**config.mk**
```make
export PLATFORM = sky130hd
export DESIGN_NAME = uart_rx
export DESIGN_NICKNAME = d
export VERILOG_FILES = /design/src/rtl/uart_pkg.sv /design/src/rtl/sync_fifo.sv /design/src/rtl/uart_rx.sv
export SDC_FILE = /design/constraint.sdc
export NUM_CORES = 1
export LEC_CHECK = 0
export BUFFER_PORTS_ARGS = -buffer_cell sky130_fd_sc_hd__buf_2
export CAP_MARGIN = 10
export CORE_UTILIZATION = 39
export CTS_BUF_LIST = sky130_fd_sc_hd__clkbuf_16
export DETAILED_ROUTE_END_ITERATION = 10
export GPL_ROUTABILITY_DRIVEN = 0
export GPL_TIMING_DRIVEN = 0
export PLACE_DENSITY = 0.58
export SYNTH_ARGS = -nofsm -noshare
export SYNTH_HDL_FRONTEND = slang
export SYNTH_SLANG_ARGS = --single-unit
```
**constraint.sdc**
```tcl
create_clock -name clock -period 4.15 [get_ports clock]
set_input_delay 1.245 -clock clock [delete_from_list [all_inputs] [get_ports clock]]
set_output_delay 1.245 -clock clock [all_outputs]
set_load 0.01 [all_outputs]
```
**src/rtl/uart_pkg.sv**
```systemverilog
// Shared UART definitions: receive FSM states, frame width and the default bit period.
// The transmitter uses the same constants, so both ends agree on the line rate.
package uart_pkg;

    localparam int UART_DATA_BITS    = 8;
    localparam int UART_CLKS_PER_BIT = 234;  // 27 MHz / 115200

    typedef enum logic [2:0] {
        IDLE,
        START,
        DATA,
        STOP,
        WAIT_IDLE
    } uart_rx_state_t;

endpackage

```
**src/rtl/sync_fifo.sv**
```systemverilog
// Generic circular-buffer FIFO. Data written in cycle c is at the head in c+1.
// A push is accepted when not full, or when full with a pop in the same cycle. A pop while empty is ignored.
module sync_fifo #(
    parameter int WIDTH = 8,
    parameter int DEPTH = 4
) (
    input  logic                       clk,
    input  logic                       rst,
    input  logic                       push,
    input  logic [WIDTH-1:0]           push_dat,
    input  logic                       pop,
    output logic [WIDTH-1:0]           pop_dat,
    output logic                       full,
    output logic                       empty,
    output logic [$clog2(DEPTH+1)-1:0] count
);

    localparam int PW = $clog2(DEPTH);
    localparam int CW = $clog2(DEPTH+1);

    logic [WIDTH-1:0] mem_q [DEPTH];
    logic [WIDTH-1:0] mem_d [DEPTH];
    logic [PW-1:0]    wr_ptr_q, wr_ptr_d;
    logic [PW-1:0]    rd_ptr_q, rd_ptr_d;
    logic [CW-1:0]    cnt_q, cnt_d;
    logic             do_push, do_pop;

    assign empty   = (cnt_q == '0);
    assign full    = (cnt_q == CW'(DEPTH));
    assign do_pop  = pop && !empty;
    assign do_push = push && (!full || do_pop);
    assign pop_dat = mem_q[rd_ptr_q];
    assign count   = cnt_q;

    // DEPTH is a power of two, so the pointers wrap naturally.
    always_comb begin
        mem_d    = mem_q;
        wr_ptr_d = wr_ptr_q;
        rd_ptr_d = rd_ptr_q;
        cnt_d    = cnt_q;
        if (do_push) begin
            mem_d[wr_ptr_q] = push_dat;
            wr_ptr_d        = wr_ptr_q + 1'b1;
        end
        if (do_pop) begin
            rd_ptr_d = rd_ptr_q + 1'b1;
        end
        case ({do_push, do_pop})
            2'b10:   cnt_d = cnt_q + 1'b1;
            2'b01:   cnt_d = cnt_q - 1'b1;
            default: cnt_d = cnt_q;
        endcase
    end

    always_ff @(posedge clk) begin
        if (rst) begin
            for (int i = 0; i < DEPTH; i++) begin
                mem_q[i] <= '0;
            end
            wr_ptr_q <= '0;
            rd_ptr_q <= '0;
            cnt_q    <= '0;
        end else begin
            mem_q    <= mem_d;
            wr_ptr_q <= wr_ptr_d;
            rd_ptr_q <= rd_ptr_d;
            cnt_q    <= cnt_d;
        end
    end

endmodule

```
**src/rtl/uart_rx.sv**
```systemverilog
// 8N1 UART receiver: 2-FF synchroniser, mid-bit sampling FSM and a receive FIFO.
// A byte reaches the FIFO head one cycle after its stop-bit sample. Bytes arriving at a full FIFO are dropped and flagged.
module uart_rx
    import uart_pkg::*;
#(
    parameter int CLKS_PER_BIT = UART_CLKS_PER_BIT,
    parameter int FIFO_DEPTH   = 4
) (
    input  logic                            clock,
    input  logic                            reset,
    input  logic                            io_rxd,
    output logic [UART_DATA_BITS-1:0]       io_rx_data,
    output logic                            io_rx_valid,
    input  logic                            io_rx_ready,
    output logic                            io_framing_error,
    output logic                            io_overrun,
    output logic [$clog2(FIFO_DEPTH+1)-1:0] io_count
);

    localparam int             CW      = $clog2(CLKS_PER_BIT);
    localparam logic [CW-1:0]  H_M1    = CW'(CLKS_PER_BIT / 2 - 1);
    localparam logic [CW-1:0]  B_M1    = CW'(CLKS_PER_BIT - 1);
    localparam logic [2:0]     LAST_BIT = 3'(UART_DATA_BITS - 1);

    uart_rx_state_t            state_q, state_d;
    logic                      sync1_q, sync1_d, sync2_q, sync2_d;
    logic [CW-1:0]             cnt_q, cnt_d;
    logic [2:0]                bit_q, bit_d;
    logic [UART_DATA_BITS-1:0] shift_q, shift_d;
    logic                      fe_q, fe_d, ovr_q, ovr_d;
    logic                      rxd_s, push, pop, fifo_full, fifo_empty;

    assign rxd_s = sync2_q;
    assign pop   = io_rx_valid && io_rx_ready;

    // cnt_q counts from 0 so a full bit period fits in $clog2(CLKS_PER_BIT) bits.
    always_comb begin
        sync1_d = io_rxd;
        sync2_d = sync1_q;
        state_d = state_q;
        cnt_d   = cnt_q;
        bit_d   = bit_q;
        shift_d = shift_q;
        push    = 1'b0;
        fe_d    = 1'b0;
        case (state_q)
            IDLE: begin
                if (!rxd_s) begin
                    state_d = START;
                    cnt_d   = '0;
                end
            end
            START: begin
                if (cnt_q == H_M1) begin
                    cnt_d   = '0;
                    bit_d   = '0;
                    state_d = rxd_s ? IDLE : DATA;
                end else begin
                    cnt_d = cnt_q + 1'b1;
                end
            end
            DATA: begin
                if (cnt_q == B_M1) begin
                    cnt_d   = '0;
                    shift_d = {rxd_s, shift_q[UART_DATA_BITS-1:1]};
                    if (bit_q == LAST_BIT) begin
                        state_d = STOP;
                    end else begin
                        bit_d = bit_q + 1'b1;
                    end
                end else begin
                    cnt_d = cnt_q + 1'b1;
                end
            end
            STOP: begin
                if (cnt_q == B_M1) begin
                    cnt_d = '0;
                    if (rxd_s) begin
                        push    = 1'b1;
                        state_d = IDLE;
                    end else begin
                        fe_d    = 1'b1;
                        state_d = WAIT_IDLE;
                    end
                end else begin
                    cnt_d = cnt_q + 1'b1;
                end
            end
            WAIT_IDLE: begin
                if (rxd_s) begin
                    state_d = IDLE;
                end
            end
            default: state_d = IDLE;
        endcase
        ovr_d = push && fifo_full && !pop;
    end

    always_ff @(posedge clock) begin
        if (reset) begin
            sync1_q <= 1'b1;
            sync2_q <= 1'b1;
            state_q <= IDLE;
            cnt_q   <= '0;
            bit_q   <= '0;
            shift_q <= '0;
            fe_q    <= 1'b0;
            ovr_q   <= 1'b0;
        end else begin
            sync1_q <= sync1_d;
            sync2_q <= sync2_d;
            state_q <= state_d;
            cnt_q   <= cnt_d;
            bit_q   <= bit_d;
            shift_q <= shift_d;
            fe_q    <= fe_d;
            ovr_q   <= ovr_d;
        end
    end

    sync_fifo #(
        .WIDTH (UART_DATA_BITS),
        .DEPTH (FIFO_DEPTH)
    ) u_fifo (
        .clk      (clock),
        .rst      (reset),
        .push     (push),
        .push_dat (shift_q),
        .pop      (pop),
        .pop_dat  (io_rx_data),
        .full     (fifo_full),
        .empty    (fifo_empty),
        .count    (io_count)
    );

    assign io_rx_valid      = !fifo_empty;
    assign io_framing_error = fe_q;
    assign io_overrun       = ovr_q;

endmodule

```
==> impl_metrics.csv <==
group,metric,value,unit
run_status,status,"complete, no violations",
critical_path,path_class,"input port to register",
logic_synthesis,yosysUniqueCellTypes,47,
sta,drv_slew,0,
power_and_ir_drop,p_seq_share,39.5,%
final_layout,fin_nets,374,
route,wl,6880,um
logic_synthesis,synth_top_area_share,43.0,%
clocking,postCtsResizedCells,0,
power_and_ir_drop,peakVddDrop,312,uV
placement,dp_hpwl,4590,um
die,rows,31,
logic_synthesis,synth_edf_count,0,
logic_synthesis,post-synth-top-count-cell,"dfxtp_1",
sta,setup_viol,0,
die,ioPinCount,18,
final_layout,fillers,738,
grt,grt_first_pass_wirelength,12000,um
clocking,cts_buffer_depth,2,
grt,track_usage,19.0,%
logic_synthesis,yosys_warnings,0,
critical_path,cpMostUsedCell,"inv_1",
critical_path,cp_cell_sequence,"buf_2 > nor4b_1 > nor2b_1 > and2_4 > buf_12 > inv_1 > ha_1 > inv_1 > fa_1 > xor2_1 > or3_1 > a21oi_1",
power_and_ir_drop,p_leak,1.22,nW
logic_synthesis,ys_ff_latch,65,
clocking,cts_tree,"done",
power_and_ir_drop,p_int,1.24,mW
logic_synthesis,synth_common_cells,"65 x dfxtp_1, 46 x nand2_1, 42 x nand3_1",
sta,timing_hold_violations_final,0,
grt,grt_use_met2,30.2,%
logic_synthesis,synth_cells,332,
sta,slew_headroom,46.2,%
worst_hold_path,hp-class,"register to register",
sta,period_minus_slack,3340,ps
power_and_ir_drop,p_sw,0.421,mW
die,start_util,41.1,%
critical_path,cp_top_family,"simple AND/OR/NAND/NOR gates",
final_layout,drive_gt1_share,16.5,%
final_layout,diodes,0,
clocking,cts_made_buffers,9,
power_and_ir_drop,power_density,468,mW/mm^2
die,core_area,0.00737,sq mm
clocking,clock_latency,320,ps
logic_synthesis,synth_area,0.00303,sq mm
flow_run,cap_violations,0,
clocking,hold_buffers,0,
route,drt_first_pass_iters,4,
critical_path,worstPathArrival,3590,ps
grt,antenna_found_initial,0,
clocking,cts_root_buf,"clkbuf_16",
grt,grtUsageMet3,3.81,%
sta,fmax,300,MHz
sta,worst_pin_slew,807,ps
critical_path,critPathSlowestCell,"nor4b_1",
critical_path,cp-end-kind,"register",
logic_synthesis,synth_top_area_cell,"dfxtp_1",
sta,skew,5.04,ps
grt,grt_pass1_vias,2385,
clocking,clk_pin_slew,50,ps
final_layout,stdcell_area,0.00355,sq mm
critical_path,required,4400,ps
sta,min_period_over_period,80.4,%
route,drt_iter0_markers,101,
logic_synthesis,syn_nets,347,
grt,grt_busiest_layer,"met2",
final_layout,area_growth,17.3,%
placement,placement.cell_area,0.00323,sq mm
grt,grt-ovfl-total,0,
critical_path,crit_fanout,8,
placement,io_buffers,16,
sta,rsz0062_at_grt,"false",
logic_synthesis,synth_ff_type,"dfxtp_1",
clocking,postCtsSetupBuffers,0,
logic_synthesis,async_reset_ff_share,0,%
grt,grtUsageMet1,24.6,%
logic_synthesis,syn_area_per_cell,9.12,sq um
logic_synthesis,seq_area_frac_synth,43.0,%
clocking,clock-sinks,65,
logic_synthesis,synthTopCellsByArea,"dfxtp_1 43%, nand3_1 6.9%, a21oi_1 6.4%, mux4_2 6.0%, nand2_1 5.7%",
clocking,cts_max_level,3,
route,routedWlPerCell,14.9,um
power_and_ir_drop,pwr-share-clk,48.1,%
critical_path,startpoint_type,"input port",
critical_path,crit_path_max_incr_delay,410,ps
sta,tns,0,ps
route,vias,2410,
die,dieHeight,90.1,um
route,drc_errors,0,
critical_path,path_buf_inv,4,
grt,grt_max_degree,13,
die,die_w,90.1,um
die,dieArea,0.00812,sq mm
power_and_ir_drop,switching_share,25.3,%
route,ant_nets,0,
power_and_ir_drop,share_comb_of_total_power,12.3,%
route,vias_per_cell,5.21,
-- layer usage --
metal  wire (um)  up-vias
li1            -     1230
met1        3310     1133
met2        3270       37
met3         188       10
met4         113        0
met5           0        -
-- cells in the final DEF, fill, tap and decap left out, types with 2 or more instances in the layout --
cell type,count
mux4_2,8
o21bai_1,2
xor2_1,3
and2_1,2
nand3b_1,3
a31oi_1,5
clkbuf_16,9
dfxtp_1,65
nor2_1,20
or2_2,3
nor3_1,3
a22oi_1,3
or3b_4,2
nand3_1,42
buf_12,4
or3_1,6
clkbuf_2,4
or4_1,3
bufinv_16,2
inv_1,9
nand2_1,46
ha_1,10
nand2b_1,3
a21oi_1,39
buf_2,17
mux2i_1,9
xnor2_1,2
o21ai_0,5
clkbuf_1,10
-- path summary, 6_finish.rpt --
| path | cells past startpoint | endpoint | slack (ps) | from |
|---|---|---|---|---|
| max | 12 | u_fifo.count[2] | 810 | io_rx_ready |
| max reg2reg | 11 | u_fifo.count[2] | 1430 | u_fifo.count[0] |
| min | 1 | rxd_s | 410 | sync1_q |
| min reg2reg | 1 | rxd_s | 410 | sync1_q |
-- sequential cells by signal (all words and copies together), names as in the netlist, 2 cells and up --
name and cells:
u_fifo.mem_q 32, cnt_q 8, shift_q 8, bit_q 3, state_q 3, u_fifo.count 3, u_fifo.rd_ptr_q 2, u_fifo.wr_ptr_q 2
-- power by group through the flow --
stage | Combinational [mW] | Sequential [mW] | Clock (mW)
after floorplan | 0.156 | 0.666 | 0
after global placement | 0.206 | 0.670 | 0
after detailed placement | 0.205 | 0.670 | 0
after CTS | 0.206 | 0.656 | 0.823
after global routing | 0.234 | 0.658 | 0.845
final | 0.205 | 0.657 | 0.800
-- kinds of logic after synthesis --
| kind of cell | share of synthesized area, % |
|---|---|
| and+or+nand+nor | 24.1 |
| xor gates and xnor gates | 1.45 |
| AOI/OAI and AO/OA | 11.6 |
| buffers and inverters | 6.08 |
| adders and majority gates | 4.80 |
| muxes | 8.93 |
| DFF | 43.0 |
-- stage by stage --
stage | worst slack (ps) | util [%] | hold WS, ps | instances | power, mW
floorplan | 910 | - | 389 | 332 | 0.822
finish | 811 | 48.2 | 411 | 463 | 1.66
detailed placement | 442 | 43.8 | 402 | 447 | 0.875
CTS | 761 | 48.2 | 416 | 463 | 1.69
global route | 627 | 48.2 | 437 | 463 | 1.74
global placement | 497 | 43.8 | 397 | 447 | 0.876
-- layout make-up --
class / instances / area, sq um / share of cell area, %
timing repair buffer: 16 / 80.1 / 2.26
sequential: 65 / 1300 / 36.7
clock buffer: 9 / 225 / 6.34
inverter: 9 / 33.8 / 0.952
tap: 99 / 124 / 3.49
buffer: 20 / 150 / 4.23
multi-input combinational: 238 / 1540 / 43.4
clock inverter: 7 / 93.8 / 2.64
Power figures use the tool's default switching activity.
